$ cat src/rtl/fetch_pkg.sv
// ============================================================================
// Module      : fetch_pkg
// Description : Shared widths and FSM state encoding for the fetch controller.
// Revision    : 1.0 - initial release
// ============================================================================
`default_nettype none

package fetch_pkg;
    localparam int INS_W  = 32;
    localparam int ADDR_W = 16;

    typedef enum logic [1:0] {
        ST_BOOT   = 2'd0,
        ST_RUN    = 2'd1,
        ST_HALTED = 2'd2
    } fetch_state_e;
endpackage

`default_nettype wire

$ cat src/rtl/fetch_buf.sv
// ============================================================================
// Module      : fetch_buf
// Description : Two-entry FIFO holding fetched words and their tags.
// Revision    : 1.0 - initial release
// ============================================================================
`default_nettype none

module fetch_buf #(
    parameter int W = 48
) (
    input  logic         clk,
    input  logic         rst_n,
    input  logic         push_i,
    input  logic         pop_i,
    input  logic         flush_i,
    input  logic [W-1:0] din_i,
    output logic [W-1:0] dout_o,
    output logic [1:0]   count_o
);
    logic [W-1:0] mem_q [2];
    logic         rd_ptr_q;
    logic         wr_ptr_q;
    logic [1:0]   count_q;
    logic         w_push;
    logic         w_pop;

    assign w_pop  = pop_i && (count_q != 2'd0);
    assign w_push = push_i && ((count_q != 2'd2) || w_pop);

    // Flush wins: a coincident pop has already been consumed downstream.
    always_ff @(posedge clk or negedge rst_n) begin
        if (!rst_n) begin
            mem_q[0] <= '0;
            mem_q[1] <= '0;
            rd_ptr_q <= 1'b0;
            wr_ptr_q <= 1'b0;
            count_q  <= 2'd0;
        end else if (flush_i) begin
            rd_ptr_q <= 1'b0;
            wr_ptr_q <= 1'b0;
            count_q  <= 2'd0;
        end else begin
            if (w_push) begin
                mem_q[wr_ptr_q] <= din_i;
                wr_ptr_q        <= ~wr_ptr_q;
            end
            if (w_pop) begin
                rd_ptr_q <= ~rd_ptr_q;
            end
            count_q <= count_q + {1'b0, w_push} - {1'b0, w_pop};
        end
    end

    assign dout_o  = mem_q[rd_ptr_q];
    assign count_o = count_q;
endmodule

`default_nettype wire

$ cat src/rtl/fetch_controller.sv
// ============================================================================
// Module      : fetch_controller
// Description : Instruction fetch sequencer with redirect, halt and a 2-deep
//               decode buffer. Define FETCH_PERF_EN for the perf counters.
// Revision    : 1.0 - initial release
// ============================================================================
`default_nettype none

module fetch_controller
    import fetch_pkg::*;
#(
    parameter int              DEPTH    = 4096,
    parameter logic [ADDR_W-1:0] RESET_PC = 16'h0000
) (
    input  logic              clk,
    input  logic              rst_n,
    output logic [ADDR_W-1:0] mem_addr,
    input  logic [INS_W-1:0]  mem_ins,
    input  logic              redirect_valid,
    input  logic [ADDR_W-1:0] redirect_pc,
    input  logic              halt,
    output logic [INS_W-1:0]  ins_out,
    output logic [ADDR_W-1:0] ins_pc,
    output logic              ins_valid,
    input  logic              ins_ready,
    output logic [31:0]       perf_fetch_cnt,
    output logic [31:0]       perf_stall_cnt
);
    localparam int PC_W = $clog2(DEPTH);

    fetch_state_e             state_q, state_d;
    logic [PC_W-1:0]          fetch_pc_q, fetch_pc_d;
    logic                     inflight_q;
    logic [ADDR_W-1:0]        tag_q;

    logic [1:0]               w_count;
    logic [2:0]               w_occ;
    logic                     w_pop;
    logic                     w_issue;
    logic                     w_push;
    logic [INS_W+ADDR_W-1:0]  w_head;

    assign ins_valid = (w_count != 2'd0);
    assign w_pop     = ins_valid && ins_ready;
    // Occupancy as it will stand after this edge's pop, before any push.
    assign w_occ     = {1'b0, w_count} + {2'b0, inflight_q} - {2'b0, w_pop};
    assign w_issue   = (state_q == ST_RUN) && !halt && !redirect_valid && (w_occ < 3'd2);
    assign w_push    = inflight_q && !redirect_valid;

    always_comb begin
        state_d = state_q;
        case (state_q)
            ST_BOOT:   state_d = ST_RUN;
            ST_RUN:    if (halt)  state_d = ST_HALTED;
            ST_HALTED: if (!halt) state_d = ST_RUN;
            default:   state_d = ST_BOOT;
        endcase
    end

    always_comb begin
        fetch_pc_d = fetch_pc_q;
        if (redirect_valid) begin
            fetch_pc_d = PC_W'(32'(redirect_pc) % 32'(DEPTH));
        end else if (w_issue) begin
            fetch_pc_d = (fetch_pc_q == PC_W'(DEPTH - 1)) ? '0 : fetch_pc_q + 1'b1;
        end
    end

    always_ff @(posedge clk or negedge rst_n) begin
        if (!rst_n) begin
            state_q    <= ST_BOOT;
            fetch_pc_q <= PC_W'(RESET_PC);
            inflight_q <= 1'b0;
            tag_q      <= '0;
        end else begin
            state_q    <= state_d;
            fetch_pc_q <= fetch_pc_d;
            inflight_q <= w_issue;
            if (w_issue) begin
                tag_q <= ADDR_W'(fetch_pc_q);
            end
        end
    end

    fetch_buf #(
        .W (INS_W + ADDR_W)
    ) u_buf (
        .clk     (clk),
        .rst_n   (rst_n),
        .push_i  (w_push),
        .pop_i   (w_pop),
        .flush_i (redirect_valid),
        .din_i   ({tag_q, mem_ins}),
        .dout_o  (w_head),
        .count_o (w_count)
    );

    assign mem_addr = ADDR_W'(fetch_pc_q);
    assign ins_out  = w_head[INS_W-1:0];
    assign ins_pc   = w_head[INS_W +: ADDR_W];

`ifdef FETCH_PERF_EN
    logic [31:0] perf_fetch_q;
    logic [31:0] perf_stall_q;

    always_ff @(posedge clk or negedge rst_n) begin
        if (!rst_n) begin
            perf_fetch_q <= '0;
            perf_stall_q <= '0;
        end else begin
            if (w_pop) begin
                perf_fetch_q <= perf_fetch_q + 32'd1;
            end
            if ((state_q == ST_RUN) && !w_issue) begin
                perf_stall_q <= perf_stall_q + 32'd1;
            end
        end
    end

    assign perf_fetch_cnt = perf_fetch_q;
    assign perf_stall_cnt = perf_stall_q;
`else
    assign perf_fetch_cnt = '0;
    assign perf_stall_cnt = '0;
`endif
endmodule

`default_nettype wire

$ cat config.mk
export PLATFORM = sky130hd
export DESIGN_NAME = fetch_controller
export DESIGN_NICKNAME = d
export VERILOG_FILES = /design/src/rtl/fetch_pkg.sv /design/src/rtl/fetch_buf.sv /design/src/rtl/fetch_controller.sv
export SDC_FILE = /design/constraint.sdc
export NUM_CORES = 1
export LEC_CHECK = 0
export CAP_MARGIN = 20
export CORE_AREA = 5 5 124 126
export DETAILED_ROUTE_END_ITERATION = 7
export DIE_AREA = 0 0 129 131
export PLACE_DENSITY = 0.82
export SLEW_MARGIN = 20
export SYNTH_ARGS = -nofsm -noshare
export SYNTH_HDL_FRONTEND = slang
export SYNTH_SLANG_ARGS = --single-unit
$ cat constraint.sdc
create_clock -name clk -period 3 [get_ports clk]
set_clock_uncertainty 0.05 [all_clocks]
set_input_delay 0.75 -clock clk [delete_from_list [all_inputs] [get_ports clk]]
set_output_delay 0.75 -clock clk [all_outputs]
set_load 0.01 [all_outputs]
# Word level (Yosys, flattened, before mapping)
# Cells that the tools add are included.
# classes
n_addsub	5
magnitude_cmp	4
eq_ne	6
mux	17
bitwise_logic	5
n_reduce_logical	18
# ops
op	n
48-bit 2-to-1 mux	4
96-bit bitwise mux	1
48-bit demux with 1-bit select	1
12-bit 2-to-1 mux	3
12-bit by 1-bit adder with 12-bit output (second input constant)	1
12-bit equality test (second input constant)	1
1-bit logical AND	8
2-bit nonzero test	4
2-bit 2-to-1 mux	3
2-bit != test (second input constant)	3
2-bit case mux with 3 select lines	1
2-bit greater-or-equal comparator (second input constant)	2
1-bit 2-to-1 mux	4
1-bit NOT with 2-bit output	2
2-bit AND reduction	2
2-bit by 1-bit adder with 3-bit output	1
3-bit by 2-bit < comparator with 1-bit output (second input constant)	1
1-bit NOT	3
3-bit by 1-bit subtractor with 3-bit output	1
2-bit by 1-bit adder with 2-bit output	1
2-bit by 1-bit equality test with 1-bit output (second input constant)	1
2-bit equality test (second input constant)	1
1-bit zero test	2
2-bit zero test	1
other kinds (3)	3
# totals
ff_bits	127
in_bits	53
out_inout_bits	129
word_cells	64

# Logic depth before layout (Yosys ltp)
# logic_depth
depth_word	8
depth_mapped	11
ltp_nobuf	11

# Modules after synthesis
# A second synthesis with hierarchy kept.
# unflattened
cells_unflattened	499
area_unflattened_um2	6258.5
# by_module_without_submodules
module	instances	cells_per_inst	area_per_inst_um2	seq_area_each_um2
fetch_buf	1	278	4364.2	2502.4
fetch_controller	1	221	1894.3	675.6

# Worst setup path after synthesis
# No wires, ideal clock.
# synth_timing
path_type	register -> register
from	reg u_buf.count_q[1] (netlist: u_buf.count_o[1])
to	reg fetch_pc_q[10]
setup_ps	82
arrival_ps	3041
t_required_ps	2868
path_slack_ps	-173
stages_incl_launch_ff	11
path_buffers	0
synth_period_minus_slack_ps	3173
cell_sequence	dfrtp_1 or2_2 and2_1 ha_1 inv_1 nand2_1 fa_1 nand4bb_4 or3_4 or4b_1 a31oi_1
# synth_via
elab_chain_len	6
word_cells_on_any_way	7
cone_classes	add/sub (2); order compare (1); reduce/logical (4)
# synth_lines
element	line	rtl
start, declared	fetch_buf.sv:23	logic [1:0] count_q;
start signal, assigned	fetch_buf.sv:50	count_q <= count_q + {1'b0, w_push} - {1'b0, w_pop};
2-bit nonzero test	fetch_controller.sv:43	assign ins_valid = (w_count != 2'd0);
via ins_valid	fetch_controller.sv:24	output logic ins_valid,
1-bit logical AND	fetch_controller.sv:44	assign w_pop = ins_valid && ins_ready;
3-bit by 1-bit subtractor with 3-bit output	fetch_controller.sv:46	assign w_occ = {1'b0, w_count} + {2'b0, inflight_q} - {2'b0, w_pop};
3-bit by 2-bit < comparator with 1-bit output	fetch_controller.sv:47	assign w_issue = (state_q == ST_RUN) && !halt && !redirect_valid && (w_occ < 3'd2);
1-bit logical AND	fetch_controller.sv:47	
2-bit nonzero test (no source line)	-	
end signal, assigned	fetch_controller.sv:72	fetch_pc_q <= PC_W'(RESET_PC);
end signal, assigned	fetch_controller.sv:77	fetch_pc_q <= fetch_pc_d;
end, declared	fetch_controller.sv:32	logic [PC_W-1:0] fetch_pc_q, fetch_pc_d;
# The timed path passes the listed nets, and every way through them passes these cells.
# A chain may end at the register's enable or synchronous reset.

# Final worst setup path
# layout_timing
from	reg u_buf.count_q[1] (netlist: u_buf.count_o[1])
to	reg fetch_pc_q[10]
# layout_via
elab_chain_len	6
word_cells_on_any_way	7
cone_classes	add/sub (2); order compare (1); reduce/logical (4)
# layout_lines
element	line
branches (longest 2 deep; another with 2-bit by 1-bit adder with 3-bit output)	-
3-bit by 1-bit subtractor with 3-bit output (*)	fetch_controller.sv:46
3-bit by 2-bit < comparator with 1-bit output (*)	fetch_controller.sv:47
1-bit logical AND (*)	fetch_controller.sv:47
2-bit nonzero test (no source line) (*)	-
# Every way passes the cells marked *.

==> impl_metrics.yaml <==
routing:
  vias_per_cell: 4.81
  drtIter0Drc: 202
  detail-route-antenna-nets: 0
  avgRoutedWirePerCell_um: 16.3
  drt-total-wl_um: 12800
  first_pass_iters: 4
  drc: 0
  vias: 3799
grt:
  grt_pass1_vias: 4196
  antenna_found_initial: 0
  grt_max_degree: 44
  grt-ovfl-total: 0
  grt_pass1_wl_um: 20800
  gr-usage-all-layers: 0.157
cts:
  cts_buffer_depth: 2
  root_buffer: "clkbuf_16"
  clk_pin_slew_ns: 0.05
  htree_levels: 4
  insertion_delay_ns: 0.40
  cts_tree: "done"
  cts_sinks: 119
  cts_buffers: 17
pwr:
  cell_internal_pwr_uw: 5330
  seq_power_share: 0.352
  p_clk_frac: 0.235
  p_sw_uw: 2260
  leakagePower_uw: 0.00354
  powerDensity_nw_per_um2: 990
  swShare: 0.298
  vdd_ir_drop_max_v: 0.000423
  pwr-share-comb: 0.413
critical_path:
  start_kind: "flip-flop"
  crit_family: "simple AND/OR/NAND/NOR gates"
  cp-end-kind: "flip-flop"
  cp_data_arrival_time_ns: 3.22
  critPathRequiredTime_ns: 3.27
  cp_max_fo: 3
  path_cells: "or2_4 -> and2_4 -> ha_4 -> inv_4 -> nand2_2 -> fa_1 -> nand4bb_4 -> or3_4 -> or4b_4 -> a31oi_4"
  worst-path-buf-inv: 1
  crit_type: "reg -> reg"
  cp_slowest_cell: "fa_1"
  critPathMaxStageDelay_ns: 0.54
yosys:
  synth_edf_count: 0
  yosys.area.top_type: "dfrtp_1"
  synthArstFlopShare: 1.00
  synth_warnings: 0
  synth_common_cells: "mux2_2, dfrtp_1, buf_4, nand2_1, inv_1"
  ys_top_cells_by_area: "dfrtp_1, mux2_2, buf_4, nand2_1, buf_6"
  synth_area_sq_um: 5950
  synthFlopType: "dfrtp_1"
  syn_inst: 461
  ys_seq_area_frac: 0.501
  syn_area_per_cell_sq_um: 12.9
  synth_top_area_frac: 0.501
  synth.most_common_cell: "mux2_2"
  synthDistinctLibCells: 45
  synth-seq-cells: 119
timing:
  holdWs_ns: 0.294
  period_share: 0.983
  setup_viol: 0
  finalHoldViolCount: 0
  fmax_mhz: 339
  period_needed_ns: 2.95
  worstMarginPinSlew_ns: 0.550
  grt_setup_unrepaired: "true"
  slew_headroom: 0.634
  maxSlewViolCount: 0
  tns_ns: 0
min_path:
  hp-class: "in -> async"
floorplan:
  core_sq_um: 14200
  ios: 182
  fp.dieH_um: 131
  row_count: 44
  die-area_sq_um: 16900
  die_width_um: 129
  initial_utilization: 0.419
layout:
  drive_gt1_frac: 0.345
  syn2layout_area_growth_pct: 28.9
  fin_util: 0.540
  n_antenna_cell: 0
  nets: 651
place:
  dp_hpwl_um: 9240
  gp_congestion: 0.869
  port_buffers: 105
outcome:
  outcome: "finished, final reports clean"
run:
  drv_cap: 0
## placed cells by master (no fill, tap or decap), types with 2 or more instances in the layout
master	n
mux2_2	139
dfrtp_1	118
clkdlybuf4s50_1	103
conb_1	72
buf_4	26
nand2_1	19
clkbuf_16	17
inv_1	11
nor2_1	6
nand3_1	6
clkbuf_1	6
xnor2_1	5
mux2_1	5
o21ai_0	5
clkbuf_8	5
nor4_1	4
a31oi_1	4
xor2_1	3
a21oi_1	3
o211ai_1	3
ha_1	3
clkinv_2	3
nand2_2	2
nand3_2	2
or4_1	2
o31a_1	2
buf_12	2
## worst reg2reg max path: stages, from the launching register on
cell and delay, ns:
dfrtp_1 0.37, or2_4 0.25, and2_4 0.15, ha_4 0.22, inv_4 0.05, nand2_2 0.05, fa_1 0.54, nand4bb_4 0.12
or3_4 0.38, or4b_4 0.52, a31oi_4 0.16
## state kept, by name, indices dropped and copies added (netlist names)
name and cells:
state_q 2, u_buf.count_o 2, u_buf.mem_q 88, u_buf.wr_ptr_q 1
u_buf.rd_ptr_q 1, inflight_q 1, fetch_pc_q 12, tag_q 12
## final timing paths
path                             startpoint               to  slack, ns  cells past startpoint
min                                   rst_n  u_buf.mem_q[17]       0.29                      1
min reg2reg                 u_buf.mem_q[85]  u_buf.mem_q[85]       0.45                      1
max                        u_buf.count_o[1]   fetch_pc_q[10]       0.05                     10
min in group clk            u_buf.mem_q[85]  u_buf.mem_q[85]       0.45                      1
max reg2reg                u_buf.count_o[1]   fetch_pc_q[10]       0.05                     10
max in group asynchronous             rst_n   u_buf.rd_ptr_q       1.90                      2
## area by class of cell
type	instances	area, sq um
well taps	184	230
repair buffers	132	1270
clock buffers	28	517
multi-input cells	310	2600
inverters	13	51.3
flip-flops and latches	119	2980
fillers	1186	6540
clock inverters	3	15.0
## cells by family after synthesis
| group | after synthesis | synth area share |
|---|---|---|
| DFF | 119 | 0.501 |
| and+or+nand+nor | 54 | 0.0518 |
| adders and majority gates | 5 | 0.0118 |
| AOI/OAI and AO/OA | 27 | 0.0311 |
| buffers and inverters | 103 | 0.120 |
| other | 1 | 0.000631 |
| muxes | 144 | 0.273 |
| xor gates and xnor gates | 8 | 0.0118 |
## stage by stage
stage / power, uW / instance area (sq um) / instances / worst slack, ns
CTS: 7670 / 7650 / 789 / -0.0829
finish: 7590 / 7660 / 789 / 0.0502
global route: 8070 / 7660 / 789 / -0.00936
global placement: 5600 / 7050 / 755 / -0.523
floorplan: 4380 / 6220 / 532 / -0.0517
detailed placement: 5770 / 7050 / 755 / -0.696
## routing by layer
layer | vias to the layer above | wire length [um] | GRT usage
li1 | 1726 | - | -
met1 | 1923 | 4970 | 0.183
met2 | 126 | 6830 | 0.276
met3 | 24 | 784 | 0.0427
met4 | 0 | 266 | 0.0636
met5 | - | 0 | 0
## power by group through the flow
stage,clock network (uW),logic [uW],registers [uW]
2_1_floorplan,0,1800,2570
3_3_place_gp,0,2980,2630
3_5_place_dp,0,3070,2700
4_1_cts,1830,3160,2670
5_1_grt,1910,3400,2750
6_report,1780,3130,2670
## timing repair
item	CTS	global route
setup endpoints to repair	15	2
hold buffers	0	0
pin swaps	5	3
gates resized for setup	9	2
buffers inserted	3	0
endpoints found under the hold margin	0	0
Power figures use the tool's default switching activity.
==> RTL change, RTL diff (config.mk and constraints unchanged) <==
Add a define of `FETCH_PERF_EN`.
--- a/src/rtl/fetch_controller.sv
+++ b/src/rtl/fetch_controller.sv
@@ -5,6 +5,8 @@
 // Revision    : 1.0 - initial release
 // ============================================================================
 `default_nettype none
+
+`define FETCH_PERF_EN
 
 module fetch_controller
     import fetch_pkg::*;
Check against the original RTL: not equivalent (Yosys sat finds a counterexample within 4 cycles, from zero or initial values and one cycle with rst_n low).
==> RTL change against the unedited design <==
Total power up 35%. Wire length grew 58%. Design area grew 49%. Maximum frequency increased by 2.3%. Sequential cell count grew 64. Final cell count grew 32%. Setup slack better by 0.066 ns. Die area unchanged. Global-route usage increased by 8.1 points. First-iteration DRC count up 53%. Count of clock-buffer cells in the layout down 7. Area after synthesis increased by 43%.
==> RTL change: results (changes against the unedited design) <==
[cts]
clk_transition_reported_paths_ns=0.07  ; +0.02 ns
clock_latency_ns=0.43  ; +0.03 ns

[finish]
instances_no_fill=1040  ; +32%
drive_gt1_share_pct=29.7  ; -4.9 points
fin_nets=903  ; +39%
num-fill-cells=775  ; -35%

[routing]
wl_met3_um=1300  ; +65%
drt_first_pass_iters=7  ; +3
m1WireLength_um=8620  ; +74%
drt-wirelength-per-cell_um=19.6  ; +20%
avgViaCountPerCell=5.74  ; +19%
drt_iter0_drc=310  ; +53%
wl_met2_um=10200  ; +49%

[critical_path]
arrival_ns=2.08  ; -1.14 ns
r2r_slack_ns=0.12  ; +0.07 ns

[outcome]
status=finished clean

[pwr]
p_leak_nw=5.05  ; +43%
peakVddDrop_v=0.000647  ; +53%
seq_power_share_pct=36.9  ; +1.7 points
powerComb_mw=4.01  ; +28%
swShare_pct=30.3  ; +0.57 points

[grt]
grt_use_met3_pct=7.48  ; +3.2 points
use_met1_pct=31.8  ; +13 points
grt_use_met2_pct=38.6  ; +11 points
grt_max_degree=58  ; +32%
grt_usage_pct=23.9  ; +8.1 points

[yosys]
synth.area.top_cells=dfrtp_1 (54%), mux2_2 (17%), xnor2_1 (3.9%)
synthXorXnorAreaFrac_pct=7.29  ; +6.1 points
synthAdderAreaFrac_pct=1.12  ; -0.061 points
synthMuxAreaShare_pct=20.3  ; -7.0 points
seq_area_frac_synth_pct=53.8  ; +3.7 points
synth_common_cells=dfrtp_1 (183), mux2_2 (126), xnor2_1 (38)
synth_compound_area_share_pct=2.91  ; -0.20 points

[timing]
hold_viol_final=0  ; unchanged
min_period_ns=2.88  ; -0.0665 ns
relSlewSlack_pct=45.6  ; -18 points

[placement]
gp_routability_congestion=0.913  ; +5.1%
dpl.hpwl_um=13700  ; +48%

## RTL change: critical path, stage by stage, from the launching register on
cell and delay (ns):
dfrtp_4 0.56, buf_12 0.21, mux2_2 0.36, clkdlybuf4s50_1 0.52
## RTL change: cell type report
type,count,area share [%]
inverter,10,0.328
clock inverter,11,1.68
multi-input combinational,429,34.3
tap,184,2.01
sequential,183,40.1
timing repair buffer,202,17.6
clock buffer,21,4.11
## RTL change: per-stage QoR
step           instance area [µm²]  TNS (ns)  power, mW  utilization [%]  hold WS, ns
6_report                     11400         0       10.3             80.6        0.206
5_1_grt                      11400         0       10.8             80.6        0.227
4_1_cts                      11300         0       10.1             79.6        0.224
3_5_place_dp                 10600    -20.10       7.53             74.6        0.425
3_3_place_gp                 10600    -17.32       7.35             74.6        0.412
2_1_floorplan                 8620    -0.459       5.78                -        0.404
## RTL change: worst paths after layout
path | to | start | depth (start not counted)
worst max-delay path | ins_pc[5] | u_buf.rd_ptr_q | 3
worst min register to register | perf_stall_cnt[31] | perf_stall_cnt[31] | 1
min in group clk | perf_stall_cnt[31] | perf_stall_cnt[31] | 1
max in group asynchronous | u_buf.mem_q[23] | rst_n | 2
worst max register to register | perf_stall_cnt[27] | u_buf.count_o[0] | 11
worst min-delay path | u_buf.mem_q[10] | rst_n | 1
## RTL change: cell families after synthesis
family / count (synthesis)
xor+xnor: 70
flops: 183
fa+ha+maj: 7
simple gates: 163
mux: 147
buf+inv: 44
compound gates: 33
other cells: 1
## RTL change: what timing repair did
action	4_1_cts	5_1_grt
resized for setup	9	19
setup endpoints to repair	13	48
gates cloned	0	1
buffers inserted	0	2
pin swaps	0	7
endpoints found under the hold margin	0	0
